==> src/rtl/cbus_arbiter.sv <==
// Cbus request/response types and an N-way arbiter that grants one cache at a time
// to the shared memory bus and holds the grant for a whole burst.
package cbus_pkg;
  localparam logic [1:0] MLEN1  = 2'd0;
  localparam logic [1:0] MLEN4  = 2'd1;
  localparam logic [1:0] MLEN8  = 2'd2;
  localparam logic [1:0] MLEN16 = 2'd3;

  typedef struct packed {
    logic        valid;
    logic        is_write;
    logic [2:0]  size;
    logic [31:0] addr;
    logic [7:0]  strobe;
    logic [63:0] data;
    logic [1:0]  len;
    logic [1:0]  burst;
  } cbus_req_t;

  typedef struct packed {
    logic        ready;
    logic        last;
    logic [63:0] data;
  } cbus_resp_t;
endpackage

module cbus_arbiter
  import cbus_pkg::*;
#(
  parameter int NUM_INPUTS  = 2,
  parameter int ROUND_ROBIN = 1
) (
  input  logic       clk,
  input  logic       reset,
  input  cbus_req_t  ireqs  [NUM_INPUTS],
  output cbus_resp_t iresps [NUM_INPUTS],
  output cbus_req_t  oreq,
  input  cbus_resp_t oresp
);

  localparam int          IW = (NUM_INPUTS > 1) ? $clog2(NUM_INPUTS) : 1;
  localparam int unsigned NI = NUM_INPUTS;

  localparam logic [0:0] S_IDLE = 1'b0;
  localparam logic [0:0] S_BUSY = 1'b1;

  logic [0:0]    r_state;
  logic [IW-1:0] r_sel_idx;
  logic [IW-1:0] r_rr_ptr;

  logic [IW-1:0] w_winner;
  logic [IW-1:0] w_cand;
  logic          w_any;
  logic          w_sel_valid;
  logic [IW-1:0] w_rr_next;

  // Scan starts at rr_ptr for rotating priority, at index 0 for fixed priority.
  always_comb begin
    w_winner = '0;
    w_any    = 1'b0;
    w_cand   = '0;
    for (int unsigned k = 0; k < NI; k++) begin
      if (ROUND_ROBIN != 0) begin
        w_cand = IW'((32'(r_rr_ptr) + k) % NI);
      end else begin
        w_cand = IW'(k);
      end
      if (!w_any && ireqs[w_cand].valid) begin
        w_any    = 1'b1;
        w_winner = w_cand;
      end
    end
  end

  assign w_sel_valid = ireqs[r_sel_idx].valid;
  assign w_rr_next   = (32'(r_sel_idx) == NI - 1) ? '0 : r_sel_idx + 1'b1;

  // Outputs depend only on state and requests, never on oresp toward oreq.
  always_comb begin
    oreq = '0;
    for (int unsigned i = 0; i < NI; i++) begin
      iresps[i] = '0;
      if (r_state == S_BUSY && IW'(i) == r_sel_idx) begin
        iresps[i] = oresp;
      end
    end
    if (r_state == S_BUSY) begin
      oreq = ireqs[r_sel_idx];
    end
  end

  always_ff @(posedge clk) begin
    if (reset) begin
      r_state   <= S_IDLE;
      r_sel_idx <= '0;
      r_rr_ptr  <= '0;
    end else begin
      case (r_state)
        S_IDLE: begin
          if (w_any) begin
            r_sel_idx <= w_winner;
            r_state   <= S_BUSY;
          end
        end
        S_BUSY: begin
          // An abort releases the bus without advancing the rotation.
          if (!w_sel_valid) begin
            r_state <= S_IDLE;
          end else if (oresp.ready && oresp.last) begin
            r_state  <= S_IDLE;
            r_rr_ptr <= w_rr_next;
          end
        end
        default: r_state <= S_IDLE;
      endcase
    end
  end

endmodule

==> config.mk <==
export PLATFORM = sky130hd
export DESIGN_NAME = cbus_arbiter
export DESIGN_NICKNAME = d
export VERILOG_FILES = /design/src/rtl/cbus_arbiter.sv
export SDC_FILE = /design/constraint.sdc
export NUM_CORES = 1
export LEC_CHECK = 0
export ABC_AREA = 1
export BUFFER_PORTS_ARGS = -buffer_cell sky130_fd_sc_hd__buf_4
export CELL_PAD_IN_SITES_DETAIL_PLACEMENT = 1
export CELL_PAD_IN_SITES_GLOBAL_PLACEMENT = 2
export CORE_AREA = 10 10 203 205
export CTS_CLUSTER_DIAMETER = 100
export DETAILED_ROUTE_END_ITERATION = 6
export DIE_AREA = 0 0 213 215
export GPL_ROUTABILITY_DRIVEN = 0
export GPL_TIMING_DRIVEN = 0
export HOLD_SLACK_MARGIN = 0.12
export MAX_ROUTING_LAYER = met4
export PLACE_DENSITY_LB_ADDON = 0.1
export RECOVER_POWER = 25
export SYNTH_ARGS = -nofsm -noshare
export SYNTH_HDL_FRONTEND = slang
export SYNTH_SLANG_ARGS = --single-unit
==> constraint.sdc <==
create_clock -name clk -period 0.95 [get_ports clk]
set_input_delay 0.0475 -clock clk [delete_from_list [all_inputs] [get_ports clk]]
set_output_delay 0.0475 -clock clk [all_outputs]
set_load 0.02 [all_outputs]
* After elaboration in Yosys (flattened, before gate mapping)
Cells that the tools add are included.
Word-level totals: input port bits 294, bits in registers 3, latch bits 0, RAM bits 0, word-level logic and storage cells 41, memories 0, ROM bits 0
Operators by class: bitwise operators 5, reductions and logical operators 7, order comparisons 3, shift operators 0, div/mod/pow operators 0, mux-type cells 21, equal/unequal tests 0, $mul 0, add/sub/neg operators 2
Operators with widths (number):
- two-way mux 113 bit | 10
- two-way mux 66 bit | 2
- two-way mux 1 bit | 8
- >= comparator 2 bit, second input constant | 3
- inverter 1 -> 2 bit | 3
- logical AND 1 bit | 4
- AND reduction 3 bit | 1
- adder 1 bit, second input constant | 2
- inverter 1 bit | 2
- one-hot mux 1 bit (2 select lines) | 1
- AND reduction 2 bit | 1
- zero test 1 bit | 1

* Logic depth before layout (Yosys ltp)
Gate-level depths: netlist of run 1.
depth after elaboration 10, mapped depth 7

* Worst setup path after synthesis of run 1
No wires, ideal clock.
path kind register -> output, start point register r_sel_idx, end point output oreq[19] (netlist bit), stages on the path, launching flop included 7, data arrival time 1.186 ns, required time 0.902 ns, path buffers 3, path slack -0.284 ns, path through dfxtp_1 > buf_4 > inv_2 > buf_4 > buf_4 > nand2_1 > a21oi_1
RTL lines:
- start, declared | line 48 | logic [IW-1:0] r_sel_idx;
- start signal, assigned | line 101 | r_sel_idx <= w_winner;
- end, declared | line 37 | output cbus_req_t oreq,

==> results of run 1 <==
cells in the mapped netlist (all sizes together):
| master | n |
|---|---|
| o21ai | 1 |
| buf | 40 |
| dfxtp | 3 |
| nor2 | 133 |
| clkbuf | 11 |
| inv | 71 |
| nand3 | 3 |
| o211ai | 1 |
| a21oi | 115 |
| nand2 | 231 |
sequential cells by signal, summed over array words and instances (netlist names):
name / cells
r_state: 1
r_rr_ptr: 1
r_sel_idx: 1
report_power, final:
| group | internal [uW] | switching, uW | leakage [uW] | total [uW] |
|---|---|---|---|---|
| logic | 2620 | 2890 | 0.00476 | 5520 |
| clock network | 555 | 126 | 0.0000382 | 681 |
| registers | 134 | 18.0 | 0.0000259 | 152 |
| total | 3310 | 3040 | 0.00483 | 6350 |
per-layer routing:
metal | up-vias | part of all wire (%)
li1 | 2975 | -
met1 | 2776 | 32
met2 | 298 | 53
met3 | 13 | 13
met4 | 0 | 1.2
met5 | - | 0
how the worst max path moves through the flow:
stage,start,end,slack (ns),cells after the start
3_3_place_gp,r_state,oreq[74],-0.64,5
3_5_place_dp,r_sel_idx,iresps[111],-0.64,7
6_report,r_sel_idx,oreq[89],-0.52,6
4_1_cts,r_sel_idx,oreq[54],-0.54,7
5_1_grt,r_sel_idx,iresps[11],-0.58,5
2_1_floorplan,r_sel_idx,oreq[43],-0.25,5
tightest hold or removal path: cells and delay by family:
| kind | cells | cell delay (ns) |
|---|---|---|
| AOI/OAI and AO/OA | 1 | 0.05 |
| buffers and inverters | 1 | 0.09 |
| and+or+nand+nor | 2 | 0.14 |
repair_timing:
item                                    in CTS  in global routing
gates cloned                                 3                  2
gates resized for setup                    158                 89
setup buffers                                8                  7
hold endpoints to repair                     3                  0
hold buffers                                 2                  0
endpoints found under the setup margin     248                248
pin swaps                                   12                  3
per-stage QoR:
stage / cell area (um2) / setup WS [ns] / instances
final: 10100 / -0.517 / 1650
after floorplan: 4250 / -0.255 / 609
after global placement: 8880 / -0.637 / 1621
after detailed placement: 8880 / -0.639 / 1621
after global routing: 10100 / -0.582 / 1649
after CTS: 9680 / -0.543 / 1637
area by class of cell:
type	instances	area, um2
Inverter	71	279
Buffer	49	769
Timing Repair Buffer	560	4650
Fill cell	4494	27100
Antenna cell	5	12.5
Sequential cell	3	67.6
Clock buffer	4	78.8
Tap cell	474	593
Multi-Input combinational cell	484	3680
logic make-up (layout without fill, tap and decap cells):
kind of cell           after synthesis  after routing  share of synthesized area, %
AND/OR/NAND/NOR                    367            367                          53.8
buffers and inverters              122            684                          21.0
AO/OA/AOI/OAI                      117            117                          22.9
flip-flops                           3              3                          2.34
other                                0              5                             0
==> load_flow_metrics.sql, run 1 <==
INSERT INTO impl_metrics (metric_group, metric, value, unit) VALUES
('drt', 'firstDrtPassIters', '4', ''),
('hold_path', 'min_path_cells', '4', ''),
('layout', 'layout-drive-gt1-share', '74.2', '%'),
('power_and_ir_drop', 'total_power', '6350', 'uW'),
('sta', 'achievable-frequency', '0.682', 'GHz'),
('floorplan', 'floorplan.core_area', '37200', 'um2'),
('layout', 'layout.cells.most_common', 'buf_4', ''),
('floorplan', 'die_w', '213', 'um'),
('clock_tree', 'clk_pin_slew', '0.03', 'ns'),
('global_routing', 'global_routing_met1_resource_utilization', '12.9', '%'),
('layout', 'finish.net_count', '1466', ''),
('logic_synthesis', 'synthesized_instance_count', '609', ''),
('sta', 'fin_setup_tns', '-108.91', 'ns'),
('drt', 'drc', '0', ''),
('clock_tree', 'clock_tree_from_tritoncts', 'yes', ''),
('logic_synthesis', 'synth.net_count', '903', ''),
('status', 'run_status', 'finished with violations', ''),
('place', 'portBuffers', '538', ''),
('logic_synthesis', 'ys_types', '12', ''),
('clock_tree', 'clk-insertion-delay-late', '0.23', 'ns'),
('power_and_ir_drop', 'power_leakage', '0.00483', 'uW'),
('worst_setup_path', 'crit_arrival', '1.42', 'ns'),
('worst_setup_path', 'timing.critical_path.to_type', 'output port', ''),
('worst_setup_path', 'worst-setup-path-type', 'register to output port', ''),
('floorplan', 'die_area', '45800', 'um2'),
('global_routing', 'grt_start_max_net_pins', '11', ''),
('floorplan', 'placementRows', '71', ''),
('status', 'failed_checks', 'setup timing', ''),
('power_and_ir_drop', 'ir_worst_vdd', '0.335', 'mV'),
('clock_tree', 'clock-sinks', '3', ''),
('sta', 'holdWs', '0.143', 'ns'),
('floorplan', 'floorplan.initialDensity', '6.90', '%'),
('worst_setup_path', 'crit_slowest_cell', 'dfxtp_4', ''),
('layout', 'finish.utilization', '27.2', '%'),
('floorplan', 'ios', '539', ''),
('logic_synthesis', 'synth_seq_area_share', '2.34', '%'),
('hold_path', 'hold_path_end', 'r_state', ''),
('worst_setup_path', 'timing.critical_path.buf_inv', '4', ''),
('global_routing', 'grt_use_total', '14.5', '%'),
('worst_setup_path', 'reg2reg_to', 'r_rr_ptr', ''),
('sta', 'skew', '0.0000644', 'ns'),
('worst_setup_path', 'reg2reg_setup_slack', '-0.18', 'ns'),
('worst_setup_path', 'cell_chain_of_the_critical_path', 'clkinv_8 -> buf_12 -> clkbuf_16 -> nand2_1 -> a21oi_4 -> buf_4', ''),
('worst_setup_path', 'path_delay_family', 'buffers and inverters', ''),
('logic_synthesis', 'yosys.area.top_type', 'nand2_1', ''),
('power_and_ir_drop', 'cellPowerDensity', '627', 'nW/um2'),
('worst_setup_path', 'ff2ff_path_depth', '6', ''),
('global_routing', 'global_route.usage.met3', '7.45', '%'),
('logic_synthesis', 'synth.avg_cell_area', '4.22', 'um2'),
('sta', 'setup_viol', '248', ''),
('drt', 'drt_iter0_markers', '138', ''),
('global_routing', 'global_routing_met2_resource_utilization', '27.1', '%'),
('clock_tree', 'cts.root.buffer_cell', 'clkbuf_16', ''),
('global_routing', 'grt_overflow', '0', ''),
('run', 'drv.max_cap_violation_count', '0', ''),
('drt', 'vias', '6062', ''),
('sta', 'final.setup.worst_slack', '-0.517', 'ns'),
('logic_synthesis', 'synth_seq_cells', '3', ''),
('sta', 'final.period_utilization', '154', '%'),
('hold_path', 'hold_class', 'input port to register', ''),
('sta', 'timing_hold_violations_final', '0', ''),
('worst_setup_path', 'worst_r2r_startpoint', 'r_sel_idx', ''),
('logic_synthesis', 'netlist_top_cells_area', 'nand2_1 34%, a21oi_1 22%, nor2_1 19%', ''),
('layout', 'final_cell_mix', '466 x buf_4, 190 x nand2_1, 120 x nor2_4, 96 x buf_6, 69 x inv_1', ''),
('logic_synthesis', 'summed_instance_area_of_the_synthesized_netlist', '2570', 'um2'),
('floorplan', 'die_h', '215', 'um'),
('global_routing', 'grt_first_pass_wirelength', '47500', 'um'),
('clock_tree', 'clockBufferDepth', '2', ''),
('sta', 'relSlewSlack', '75.7', '%'),
('layout', 'layout-area-overhead-vs-synth', '294', '%'),
('worst_setup_path', 'critical_path_peak_fanout', '8', '');
Power figures use the tool's default switching activity.
==> inputs of run 2 (changes only) <==
MAX_ROUTING_LAYER = default   (was met4)
==> run 2 against run 1 <==
  * Combinational power rose by 0.7%
  * Clock skew rose by 0.0010 ns
  * Hold slack improved by 0.0011 ns
  * Critical endpoint unchanged
  * Utilization rose by 0.13 points
  * Final area rose by 0.49%
  * Fmax barely moved
  * Global-route usage fell by 0.40 points
  * Clock-buffer cell count did not move
  * The run still ends with setup timing left
  * Clock power barely moved
  * Sequential power barely moved
  * Largest power group unchanged
  * Die area did not move
==> load_flow_metrics.sql, run 2 (synthesized netlist as in run 1, its figures left out) <==
INSERT INTO impl_metrics (metric_group, metric, value, unit) VALUES
('power_and_ir_drop', 'total_power', '6400', 'uW'),
('global_routing', 'grt_first_pass_wirelength', '47500', 'um'),
('worst_setup_path', 'crit_arrival', '1.42', 'ns'),
('layout', 'final_cell_mix', '461 x buf_4, 189 x nand2_1, 120 x nor2_4, 101 x buf_6, 69 x inv_1', ''),
('sta', 'final.period_utilization', '154', '%'),
('worst_setup_path', 'worst_r2r_startpoint', 'r_sel_idx', ''),
('sta', 'achievable-frequency', '0.682', 'GHz'),
('clock_tree', 'clockBufferDepth', '2', ''),
('hold_path', 'min_path_cells', '4', ''),
('clock_tree', 'clk-insertion-delay-late', '0.23', 'ns'),
('clock_tree', 'cts.root.buffer_cell', 'clkbuf_16', ''),
('floorplan', 'die_area', '45800', 'um2'),
('sta', 'timing_hold_violations_final', '0', ''),
('drt', 'final_antenna_net_count', '0', ''),
('layout', 'reg.largest.list', 'r_rr_ptr (1), r_sel_idx (1), r_state (1)', ''),
('drt', 'drc', '0', ''),
('layout', 'regArea', '67.6', 'um2'),
('sta', 'final.setup.worst_slack', '-0.517', 'ns'),
('power_and_ir_drop', 'cellPowerDensity', '629', 'nW/um2'),
('worst_setup_path', 'worstSetupStartpointType', 'register', ''),
('worst_setup_path', 'critical_path_required', '0.90', 'ns'),
('drt', 'vias', '6055', ''),
('layout', 'fin_cells', '1648', ''),
('drt', 'vias_per_cell', '3.67', ''),
('run', 'drv.max_cap_violation_count', '0', ''),
('clock_tree', 'clock-sinks', '3', ''),
('layout', 'finish.net_count', '1467', ''),
('drt', 'postRouteWirelength', '34600', 'um'),
('worst_setup_path', 'reg2reg_setup_slack', '-0.18', 'ns'),
('drt', 'firstDrtPassIters', '4', ''),
('hold_path', 'hold_path_end', 'r_state', ''),
('floorplan', 'placementRows', '71', ''),
('worst_setup_path', 'worst-setup-path-type', 'register to output port', ''),
('layout', 'layout.cells.most_common', 'buf_4', ''),
('clock_tree', 'clock_tree_from_tritoncts', 'yes', ''),
('sta', 'relSlewSlack', '75.8', '%'),
('sta', 'report.final.slew_viol_count', '0', ''),
('floorplan', 'die_w', '213', 'um'),
('global_routing', 'grt_start_max_net_pins', '11', ''),
('layout', 'fillers', '4485', ''),
('hold_path', 'min-delay-start', 'oresp[64]', ''),
('place', 'place_inst', '1621', ''),
('hold_path', 'hold_class', 'input port to register', ''),
('place', 'dpl.hpwl', '31000', 'um'),
('clock_tree', 'cts_bufs_inserted', '3', ''),
('floorplan', 'die_h', '215', 'um'),
('global_routing', 'via_count_of_the_first_global_routing_pass', '6455', ''),
('worst_setup_path', 'timing.critical_path.to_type', 'output port', ''),
('drt', 'routed_wire_length_per_instance', '21.0', 'um'),
('layout', 'multi_input_comb_area', '3700', 'um2'),
('floorplan', 'ios', '539', ''),
('global_routing', 'grt_overflow', '0', ''),
('clock_tree', 'cts_max_level', '1', ''),
('power_and_ir_drop', 'ir_worst_vdd', '0.339', 'mV'),
('floorplan', 'floorplan.initialDensity', '6.90', '%'),
('global_routing', 'initial_antenna_violation_count', '4', ''),
('worst_setup_path', 'worstSetupPathDepth', '6', ''),
('sta', 'skew', '0.00107', 'ns'),
('worst_setup_path', 'critical_path_peak_fanout', '8', ''),
('sta', 'rsz0062_at_grt', 'yes', ''),
('worst_setup_path', 'ff2ff_path_depth', '6', ''),
('clock_tree', 'clk_pin_slew', '0.03', 'ns'),
('sta', 'tightestPinTransition', '0.363', 'ns'),
('status', 'run_status', 'finished with violations', ''),
('global_routing', 'grt_use_total', '14.1', '%'),
('worst_setup_path', 'crit_slowest_cell', 'dfxtp_4', ''),
('worst_setup_path', 'reg2reg_to', 'r_rr_ptr', ''),
('place', 'placedInstanceArea', '8880', 'um2'),
('layout', 'layout-area-overhead-vs-synth', '296', '%'),
('layout', 'finalInstanceArea', '10200', 'um2'),
('layout', 'layout-drive-gt1-share', '74.2', '%'),
('worst_setup_path', 'path_delay_family', 'buffers and inverters', ''),
('worst_setup_path', 'critPathMaxStageDelay', '0.42', 'ns'),
('power_and_ir_drop', 'power_leakage', '0.00485', 'uW'),
('worst_setup_path', 'timing.critical_path.buf_inv', '4', ''),
('drt', 'drt_iter0_markers', '118', ''),
('sta', 'setup_viol', '248', ''),
('worst_setup_path', 'cell_chain_of_the_critical_path', 'clkinv_8 -> buf_12 -> clkbuf_16 -> nand2_1 -> a21oi_4 -> buf_4', ''),
('status', 'failed_checks', 'setup timing', ''),
('floorplan', 'floorplan.core_area', '37200', 'um2'),
('place', 'portBuffers', '538', ''),
('sta', 'min_period', '1.47', 'ns');
## run 2: cell count changes in the layout (fill, tap and decap cells not counted), sizes merged
cell	change
diode	-3
buf	+1
## run 2: final cells by class
cell class              count  share of cell area (%)
diodes                      2                  0.0492
plain buffers              49                    7.50
clock buffers               4                   0.774
inverters                  71                    2.74
multi-input cells         484                    36.3
flip-flops and latches      3                   0.664
well taps                 474                    5.83
repair buffers            561                    46.1
## run 2: worst max path at each step
stage | from | end
after global placement | r_state | oreq[74]
after floorplan | r_sel_idx | oreq[43]
after global routing | r_sel_idx | iresps[11]
final | r_sel_idx | oreq[89]
after detailed placement | r_sel_idx | iresps[111]
after CTS | r_sel_idx | oreq[54]
## run 2: layer usage
layer	routed length [um]	track usage, %	vias up
met5	46	0	-
met4	418	2.19	6
met3	4710	7.87	19
met2	18500	27.1	296
met1	10900	12.6	2762
li1	-	-	2972
## run 2: power breakdown
part	internal, uW	switching [uW]
logic	2650	2910
registers	134	18.0
clock network	555	128
## run 2: metrics by stage
| step | util [%] | setup TNS (ns) | setup slack, ns | hold slack (ns) |
|---|---|---|---|---|
| after floorplan | - | -31.91 | -0.255 | 0.109 |
| after global placement | 23.9 | -104.47 | -0.637 | 0.231 |
| after detailed placement | 23.9 | -106.28 | -0.639 | 0.224 |
| after CTS | 26.0 | -114.24 | -0.543 | 0.148 |
| after global routing | 27.3 | -126.59 | -0.582 | 0.187 |
| final | 27.3 | -109.03 | -0.517 | 0.144 |
## run 2: worst min-delay path, cell delays in order
cell	delay, ns
buf_4	0.09
nand2_1	0.07
nand2_1	0.07
a21oi_1	0.05
## run 2: repair_timing
action / CTS / global route
buffers inserted: 8 / 7
endpoints found under the hold margin: 3 / 0
pin swaps: 12 / 4
hold buffers: 2 / 0
endpoints found under the setup margin: 248 / 248
gates cloned: 3 / 3
resized for setup: 158 / 96
